### config.mk
export PLATFORM = sky130hd
export DESIGN_NAME = fifo_rtl
export DESIGN_NICKNAME = d
export VERILOG_FILES = /design/src/rtl/fifo_rtl.sv
export SDC_FILE = /design/constraint.sdc
export NUM_CORES = 1
export LEC_CHECK = 0
export CAP_MARGIN = 5
export CORE_UTILIZATION = 30
export CTS_BUF_LIST = sky130_fd_sc_hd__clkbuf_4
export CTS_CLUSTER_DIAMETER = 30
export DETAILED_ROUTE_END_ITERATION = 12
export PLACE_DENSITY = 0.42
export SLEW_MARGIN = 20
export SYNTH_ARGS = -nofsm -noshare
export SYNTH_HDL_FRONTEND = slang
export SYNTH_SLANG_ARGS = --single-unit
### constraint.sdc
create_clock -name clk -period 3.2 [get_ports clk]
set_clock_uncertainty 0.05 [all_clocks]
set_input_delay 0.32 -clock clk [delete_from_list [all_inputs] [get_ports clk]]
set_output_delay 0.32 -clock clk [all_outputs]
set_load 0.01 [all_outputs]
### src/rtl/fifo_rtl.sv
// Single-clock FIFO with std/FWFT read modes, programmable almost flags and sticky error.
// Optional per-entry even parity is enabled by defining FIFO_PARITY_EN.
module fifo_rtl #(
    parameter int    DATA_WIDTH    = 32,
    parameter int    DEPTH         = 32,
    parameter string READ_MODE     = "fwft",
    parameter int    AFULL_THRESH  = DEPTH - 8,
    parameter int    AEMPTY_THRESH = 3,
    parameter int    CNT_WIDTH     = $clog2(DEPTH) + 1
) (
    input  logic                  clk,
    input  logic                  rst,
    input  logic                  wen,
    input  logic [DATA_WIDTH-1:0] wdata,
    output logic                  full,
    output logic                  afull,
    output logic [CNT_WIDTH-1:0]  wrcnt,
    input  logic                  ren,
    output logic [DATA_WIDTH-1:0] rdata,
    output logic                  rvalid,
    output logic                  empty,
    output logic                  aempty,
    output logic [CNT_WIDTH-1:0]  rdcnt,
    output logic                  overflow,
    output logic                  underflow,
    output logic                  err
);
    localparam int AW   = $clog2(DEPTH);
    localparam bit FWFT = (READ_MODE == "fwft");
`ifdef FIFO_PARITY_EN
    localparam int MEM_W = DATA_WIDTH + 1;
`else
    localparam int MEM_W = DATA_WIDTH;
`endif
    localparam logic [AW:0]          PTR_ONE = 1;
    localparam logic [CNT_WIDTH-1:0] CNT_ONE = 1;

    logic [MEM_W-1:0]     mem [DEPTH];
    logic [AW:0]          wr_ptr, rd_ptr;
    logic [CNT_WIDTH-1:0] count, count_next;
    logic                 wr_acc, rd_acc, mem_has, mem_load, empty_next;
    logic [MEM_W-1:0]     wr_word, rd_word;

    assign wr_acc  = wen && !full;
    assign rd_acc  = ren && !empty;
    assign mem_has = (wr_ptr != rd_ptr);
    assign rd_word = mem[rd_ptr[AW-1:0]];
    assign wrcnt   = count;
    assign rdcnt   = count;

`ifdef FIFO_PARITY_EN
    assign wr_word = {^wdata, wdata};
`else
    assign wr_word = wdata;
`endif

    // In FWFT mode empty mirrors the output register, not count: the head
    // only becomes readable once it has been moved out of the memory.
    always_comb begin
        count_next = count;
        if (wr_acc && !rd_acc)
            count_next = count + CNT_ONE;
        else if (rd_acc && !wr_acc)
            count_next = count - CNT_ONE;
        if (FWFT) begin
            mem_load   = mem_has && (empty || rd_acc);
            empty_next = !(mem_load || (!empty && !rd_acc));
        end else begin
            mem_load   = rd_acc;
            empty_next = (count_next == '0);
        end
    end

    always_ff @(posedge clk) begin
        if (wr_acc)
            mem[wr_ptr[AW-1:0]] <= wr_word;
    end

    always_ff @(posedge clk or posedge rst) begin
        if (rst) begin
            wr_ptr    <= '0;
            rd_ptr    <= '0;
            count     <= '0;
            full      <= 1'b0;
            afull     <= 1'b0;
            aempty    <= 1'b1;
            empty     <= 1'b1;
            rvalid    <= 1'b0;
            rdata     <= '0;
            overflow  <= 1'b0;
            underflow <= 1'b0;
        end else begin
            count     <= count_next;
            full      <= (count_next == CNT_WIDTH'(DEPTH));
            afull     <= (count_next >= CNT_WIDTH'(AFULL_THRESH));
            aempty    <= (count_next <= CNT_WIDTH'(AEMPTY_THRESH));
            empty     <= empty_next;
            rvalid    <= FWFT ? !empty_next : rd_acc;
            overflow  <= wen && full;
            underflow <= ren && empty;
            if (wr_acc)
                wr_ptr <= wr_ptr + PTR_ONE;
            if (mem_load) begin
                rd_ptr <= rd_ptr + PTR_ONE;
                rdata  <= rd_word[DATA_WIDTH-1:0];
            end
        end
    end

`ifdef FIFO_PARITY_EN
    // Checked one edge after the load, against the word now sitting in rdata.
    logic load_q, par_q;

    always_ff @(posedge clk or posedge rst) begin
        if (rst) begin
            load_q <= 1'b0;
            par_q  <= 1'b0;
            err    <= 1'b0;
        end else begin
            load_q <= mem_load;
            if (mem_load)
                par_q <= rd_word[DATA_WIDTH];
            if (load_q && (^{par_q, rdata}))
                err <= 1'b1;
        end
    end
`else
    assign err = 1'b0;
`endif

endmodule
==> flow_metrics.py, run 1 <==
metrics = {
    "outcome": {
        "status": "finished, final reports clean",
    },
    "floorplanning": {
        "rows": 136,
        "io_pins": 88,
        "core_area_mm2": 0.137,
        "die_h_um": 374,
        "start_util_pct": 30.2,
        "dieArea_mm2": 0.140,
        "die_w_um": 374,
    },
    "sta": {
        "drv_slew": 0,
        "fmaxAchievable_mhz": 371,
        "setup_violations": 0,
        "min_period_over_period_pct": 84.1,
        "setup_tns_ps": 0,
        "rsz0062_at_grt": "false",
        "final_hold_viol_count": 0,
        "worstMarginPinSlew_ps": 1050,
        "setup_slack_ps": 507,
        "max_slew_margin_pct": 30.0,
        "layout_min_cycle_time_ps": 2690,
    },
    "synth": {
        "yosys_most_used_dff": "edfxtp_1",
        "ys_ff_latch": 1081,
        "syn_nets": 1963,
        "ys_types": 46,
        "synth_warnings": 0,
        "synthCells": 1920,
        "seq_area_frac_synth_pct": 77.5,
        "synth_edf_count": 1024,
        "synth_area_mm2": 0.0415,
        "synthArstFlopShare_pct": 5.27,
        "synth.avg_cell_area_um2": 21.6,
    },
    "worst_setup_path": {
        "worst-path-max-fanout": 2,
        "setup.worst_path.start_class": "flip-flop",
        "reg2reg_from": "rd_ptr[0]$_DFFE_PP0P_",
        "rrSetupSlack_ps": 620,
        "r2r_cells": 6,
        "crit_type": "reg2out",
        "slowest_stage": "clkdlybuf4s50_1",
        "r2r-end": "rdata[2]$_DFFE_PP0P_",
        "cp-end-kind": "primary output",
        "path_buf_inv": 1,
        "crit_chain": "clkdlybuf4s50_1",
        "critPathArrivalTime_ps": 2320,
        "required_ps": 2830,
        "slowest_delay_ps": 610,
        "cp_top_family": "buffers and inverters",
    },
    "place": {
        "routabilityCongestion": 0.722,
        "hpwl_um": 64300,
        "place_ws_ps": 396,
        "io_buffer_count": 86,
    },
    "hold_path": {
        "min_from": "wdata[11]",
        "holdPathStages": 2,
        "hp-class": "in2reg",
        "whs_endpoint": "mem[22][11]$_DFFE_PP_",
    },
    "drt": {
        "firstDrtPassIters": 5,
        "wire_per_inst_um": 26.5,
        "detailedRoute.firstIterationViolations": 1593,
        "ant_nets": 0,
        "drc_errors": 0,
        "routed_wl_um": 116000,
        "vias": 21400,
        "avgViaCountPerCell": 4.88,
    },
    "global_routing": {
        "grt_max_degree": 72,
        "grt_first_pass_wirelength_um": 166000,
        "antenna_found_initial": 5,
        "grt_pass1_vias": 23000,
        "globalRouteOverflowTotal": 0,
        "grt_util_all_layers_pct": 16.8,
    },
    "layout": {
        "drive_gt1_share_pct": 36.1,
        "nNetsFinal": 2412,
        "syn_to_final_growth_pct": 19.9,
    },
    "pwr": {
        "seqPwrFrac_pct": 41.2,
        "irDropWorstVdd_v": 0.000396,
        "switchingPower_w": 0.0133,
        "power_density_mw_per_mm2": 853,
        "comb_power_share_pct": 29.1,
        "p_leak_nw": 16.3,
        "clkPwrFrac_pct": 29.8,
        "intPower_w": 0.0292,
        "p_sw_share_pct": 31.4,
    },
    "clock_network": {
        "cts_root_buf": "clkbuf_4",
        "path_clk_slew_ps": 70,
        "htree_levels": 5,
        "cts_tree": "done",
        "cts_buffer_depth": 4,
        "clock_latency_ps": 1210,
        "numCtsBuffers": 326,
        "clkSinkCount": 1081,
    },
    "job": {
        "drv_cap": 0,
    },
}
-- power by group through the flow --
stage	registers [W]	clock network, W	logic [W]
global route	0.0176	0.0139	0.0133
floorplan	0.0174	0	0.00797
detailed placement	0.0178	0	0.0126
CTS	0.0175	0.0132	0.0127
global placement	0.0178	0	0.0126
finish	0.0175	0.0126	0.0124
-- per-stage QoR --
stage	power [W]	util, %	area (µm²)	cells	hold slack [ps]
2_1_floorplan	0.0253	-	41500	1920	369
3_3_place_gp	0.0304	33.3	45700	3808	434
3_5_place_dp	0.0304	33.3	45700	3808	437
4_1_cts	0.0433	36.2	49700	4364	58.7
5_1_grt	0.0448	36.2	49800	4389	13.2
6_report	0.0425	36.2	49800	4389	135
-- registers in the layout (all words and copies together) (netlist names) --
signal / count
rdcnt: 6
mem: 1024
rdata: 32
empty: 1
afull: 1
full: 1
underflow: 1
rd_ptr: 6
rvalid: 1
aempty: 1
overflow: 1
wr_ptr: 6
-- worst reg2reg max path, cell delays in order (launching register included) --
cell     delay [ps]
dfrtp_4         660
buf_12          230
buf_12          240
mux4_2          540
a22oi_1         230
o21ai_0         220
o221a_2         290
-- cells in the final DEF, fill, tap and decap left out, drive strengths merged, types with 7 or more instances in the layout --
master,instances
a22oi,63
buf,148
clkbuf,462
clkdlybuf4s50,68
clkinv,77
dfrtp,55
diode,8
dlygate4sd3,27
edfxtp,1024
ha,7
inv,11
mux2i,97
mux4,226
nand2,13
nand2b,33
nor2,48
o211ai,63
o21ai,65
o221a,31
xnor2,9
xor2,9
-- worst max path at each step --
stage	startpoint	to	slack, ps	depth (start not counted)
floorplan	full$_DFF_PP0_	mem[23][0]$_DFFE_PP_	320	5
global placement	wen	mem[8][23]$_DFFE_PP_	310	7
detailed placement	wen	mem[8][20]$_DFFE_PP_	400	7
CTS	rdata[0]$_DFFE_PP0P_	rdata[0]	300	1
global route	rdcnt[0]$_DFF_PP0_	wrcnt[0]	340	1
finish	rdata[0]$_DFFE_PP0P_	rdata[0]	510	1
-- timing repair --
item | CTS | global route
endpoints found under the hold margin | 259 | 544
setup buffers | 0 | 0
hold buffers | 10 | 17
resized for setup | 0 | 0
-- final cells by class --
| type | instances | area [µm²] |
|---|---|---|
| inverter | 7 | 28.8 |
| timing repair buffer | 243 | 2480 |
| multi-input combinational | 710 | 8950 |
| clock buffer | 462 | 3470 |
| antenna | 8 | 20.0 |
| tap | 1794 | 2240 |
| fill | 12800 | 87700 |
| clock inverter | 84 | 428 |
| sequential | 1081 | 32200 |
-- metal layers --
layer | part of all wire (%) | wire, µm | track usage, %
met1 | 44 | 51200 | 22.0
met2 | 49 | 57100 | 27.4
met3 | 4.5 | 5280 | 3.53
met4 | 2.4 | 2800 | 6.62
met5 | 0.0077 | 9 | 0
-- cells in the mapped netlist, drive strengths merged, types with 4 or more instances --
library cell | number | share of area [%]
edfxtp | 1024 | 74
mux4 | 226 | 12
mux2i | 97 | 2.3
buf | 84 | 1.3
o21ai | 65 | 0.78
a22oi | 63 | 1.1
o211ai | 63 | 1.1
dfrtp | 55 | 3.3
nor2 | 48 | 0.43
clkbuf | 38 | 0.34
nand2b | 33 | 0.50
o221a | 31 | 0.84
nand2 | 13 | 0.12
xnor2 | 9 | 0.19
xor2 | 9 | 0.19
ha | 7 | 0.21
inv | 7 | 0.063
nand3 | 6 | 0.072
and2 | 5 | 0.075
nor2b | 4 | 0.060
nor3 | 4 | 0.048
or2 | 4 | 0.060
-- cell families (layout without fill, tap and decap cells) --
kind of cell / Yosys count / count (layout) / share of synthesized area [%]
AOI/OAI and AO/OA: 232 / 232 / 4.06
xor gates and xnor gates: 18 / 18 / 0.379
adders and majority gates: 7 / 7 / 0.211
buffers and inverters: 129 / 796 / 1.70
DFF: 1081 / 1081 / 77.5
muxes: 325 / 325 / 14.6
other: 1 / 9 / 0.00903
and+or+nand+nor: 127 / 127 / 1.55
No activity file was read; power rests on OpenSTA's default activity.
==> run 2, diff against run 1 <==
PLACE_DENSITY = 0.44   (was 0.42)
clock period = 2.4 ns   (was 3.2 ns; I/O delays follow)
==> run 2 against run 1 <==
  * Sequential cell count stayed put
  * Register-to-register slack worse by 540 ps
  * Routed wire length hardly changed
  * Combinational power is 47% higher
  * Die area stayed put
  * Power is 38% higher
  * Utilization is 1.4 points higher
  * Design area is 3.8% higher
  * Global-route usage is 0.088 points lower
  * Sequential share of layout area is 2.3 points lower
  * Critical path depth is 5 higher
  * Critical path type is now reg2reg
==> flow_metrics.py, run 2 (synthesis gave the netlist of run 1 again) <==
metrics = {
    "sta": {
        "hold_ws_ps": 235,
        "final_hold_viol_count": 0,
        "layout_min_cycle_time_ps": 2320,
        "max_slew_margin_pct": 49.2,
        "setup_slack_ps": 79.7,
        "min_period_over_period_pct": 96.7,
        "fmaxAchievable_mhz": 431,
        "setup_violations": 0,
        "rsz0062_at_grt": "false",
        "drv_slew": 0,
        "worstMarginPinSlew_ps": 760,
    },
    "drt": {
        "ant_nets": 0,
        "detailedRoute.firstIterationViolations": 1711,
        "vias": 21800,
        "routed_wl_um": 117000,
        "wire_per_inst_um": 25.9,
        "avgViaCountPerCell": 4.84,
        "drc_errors": 0,
        "firstDrtPassIters": 6,
    },
    "worst_setup_path": {
        "cp-end-kind": "flip-flop",
        "required_ps": 3440,
        "r2r_cells": 6,
        "critPathArrivalTime_ps": 3360,
        "worst-path-max-fanout": 17,
        "setup.worst_path.start_class": "flip-flop",
        "crit_type": "reg2reg",
    },
    "pwr": {
        "irDropWorstVdd_v": 0.000583,
        "power_density_mw_per_mm2": 1140,
        "p_leak_nw": 17.1,
    },
    "layout": {
        "nNetsFinal": 2516,
        "largest_register_ff_count": 1024,
        "drive_gt1_share_pct": 38.4,
        "syn_to_final_growth_pct": 24.5,
        "fin_cells": 4505,
        "layout_commonest_cell": "edfxtp_1",
        "layout_common_cells": "1024 x edfxtp_1, 461 x clkbuf_4, 226 x mux4_2, 120 x buf_4, 101 x buf_12",
    },
    "floorplanning": {
        "rows": 136,
        "die_h_um": 374,
        "dieArea_mm2": 0.140,
        "die_w_um": 374,
        "core_area_mm2": 0.137,
        "start_util_pct": 30.2,
        "io_pins": 88,
    },
    "clock_network": {
        "cts_tree": "done",
        "cts_root_buf": "clkbuf_4",
        "clkSinkCount": 1081,
        "numCtsBuffers": 328,
        "htree_levels": 5,
        "path_clk_slew_ps": 60,
        "cts_buffer_depth": 4,
        "clock_latency_ps": 1220,
    },
    "place": {
        "dp.cells": 3893,
        "hpwl_um": 69200,
        "io_buffer_count": 86,
        "place_ws_ps": 53.6,
        "routabilityCongestion": 0.747,
    },
    "hold_path": {
        "holdPathStages": 3,
        "hp-class": "in2reg",
    },
    "global_routing": {
        "globalRouteOverflowTotal": 0,
        "grt_util_all_layers_pct": 16.8,
        "grt_max_degree": 59,
        "antenna_found_initial": 6,
        "grt_first_pass_wirelength_um": 166000,
        "grt_pass1_vias": 23600,
    },
    "outcome": {
        "status": "finished, final reports clean",
    },
    "job": {
        "drv_cap": 0,
    },
}
[run 2: repair_timing]
| action | 4_1_cts | 5_1_grt |
|---|---|---|
| hold endpoints to repair | 1093 | 0 |
| endpoints found under the setup margin | 51 | 10 |
| resized for setup | 91 | 6 |
| hold buffers | 36 | 0 |
| gates cloned | 0 | 1 |
| setup buffers | 4 | 3 |
[run 2: path summary, 6_finish.rpt]
path,start,end,slack (ps)
worst min-delay path,wen,overflow$_DFF_PP0_,240
worst max register to register,rd_ptr[1]$_DFFE_PP0P_,rdata[28]$_DFFE_PP0P_,80
max in group asynchronous,rst,aempty$_DFF_PP1_,1100
min in group asynchronous,rst,rdata[19]$_DFFE_PP0P_,440
worst max-delay path,rd_ptr[1]$_DFFE_PP0P_,rdata[28]$_DFFE_PP0P_,80
worst min register to register,wr_ptr[5]$_DFFE_PP0P_,wr_ptr[5]$_DFFE_PP0P_,460
[run 2: report_power, final]
part           switching [W]  internal, W
registers           0.000846       0.0222
clock network        0.00773      0.00970
logic                0.00968      0.00852
total                 0.0183       0.0404
[run 2: final cells by class]
cell class	instances	area (µm²)
fillers	12700	85800
clock inverters	97	616
diodes	10	25.0
inverters	7	27.5
well taps	1794	2240
repair buffers	345	4160
multi-input cells	710	8970
clock buffers	461	3460
flip-flops and latches	1081	32200
[run 2: worst max-delay path, stage by stage (launching register included)]
cell	delay, ps
dfrtp_4	480
buf_12	170
buf_12	190
mux4_2	540
o21ai_0	400
o211ai_1	220
o221a_1	170
[run 2: through the flow]
stage	power, W	setup TNS [ps]	cell area (µm²)	util, %
final	0.0587	0	51700	37.6
after global routing	0.0617	0	51700	37.6
after CTS	0.0596	0	51600	37.5
after detailed placement	0.0420	0	47200	34.3
after global placement	0.0419	0	47200	34.3
after floorplan	0.0338	-240150	41600	-
[run 2: routing by layer]
metal | part of all wire, % | global-route usage (%) | vias to the layer above
met5 | 0 | 0 | -
met4 | 1.8 | 5.52 | 0
met3 | 4.7 | 3.48 | 170
met2 | 50 | 27.7 | 631
met1 | 44 | 21.9 | 11600
li1 | - | - | 9419
==> run 3, diff against run 2 <==
SLEW_MARGIN = 10   (was 20)
==> results of run 3 <==
No change in the layout: final DEF, timing and power equal those of run 2.
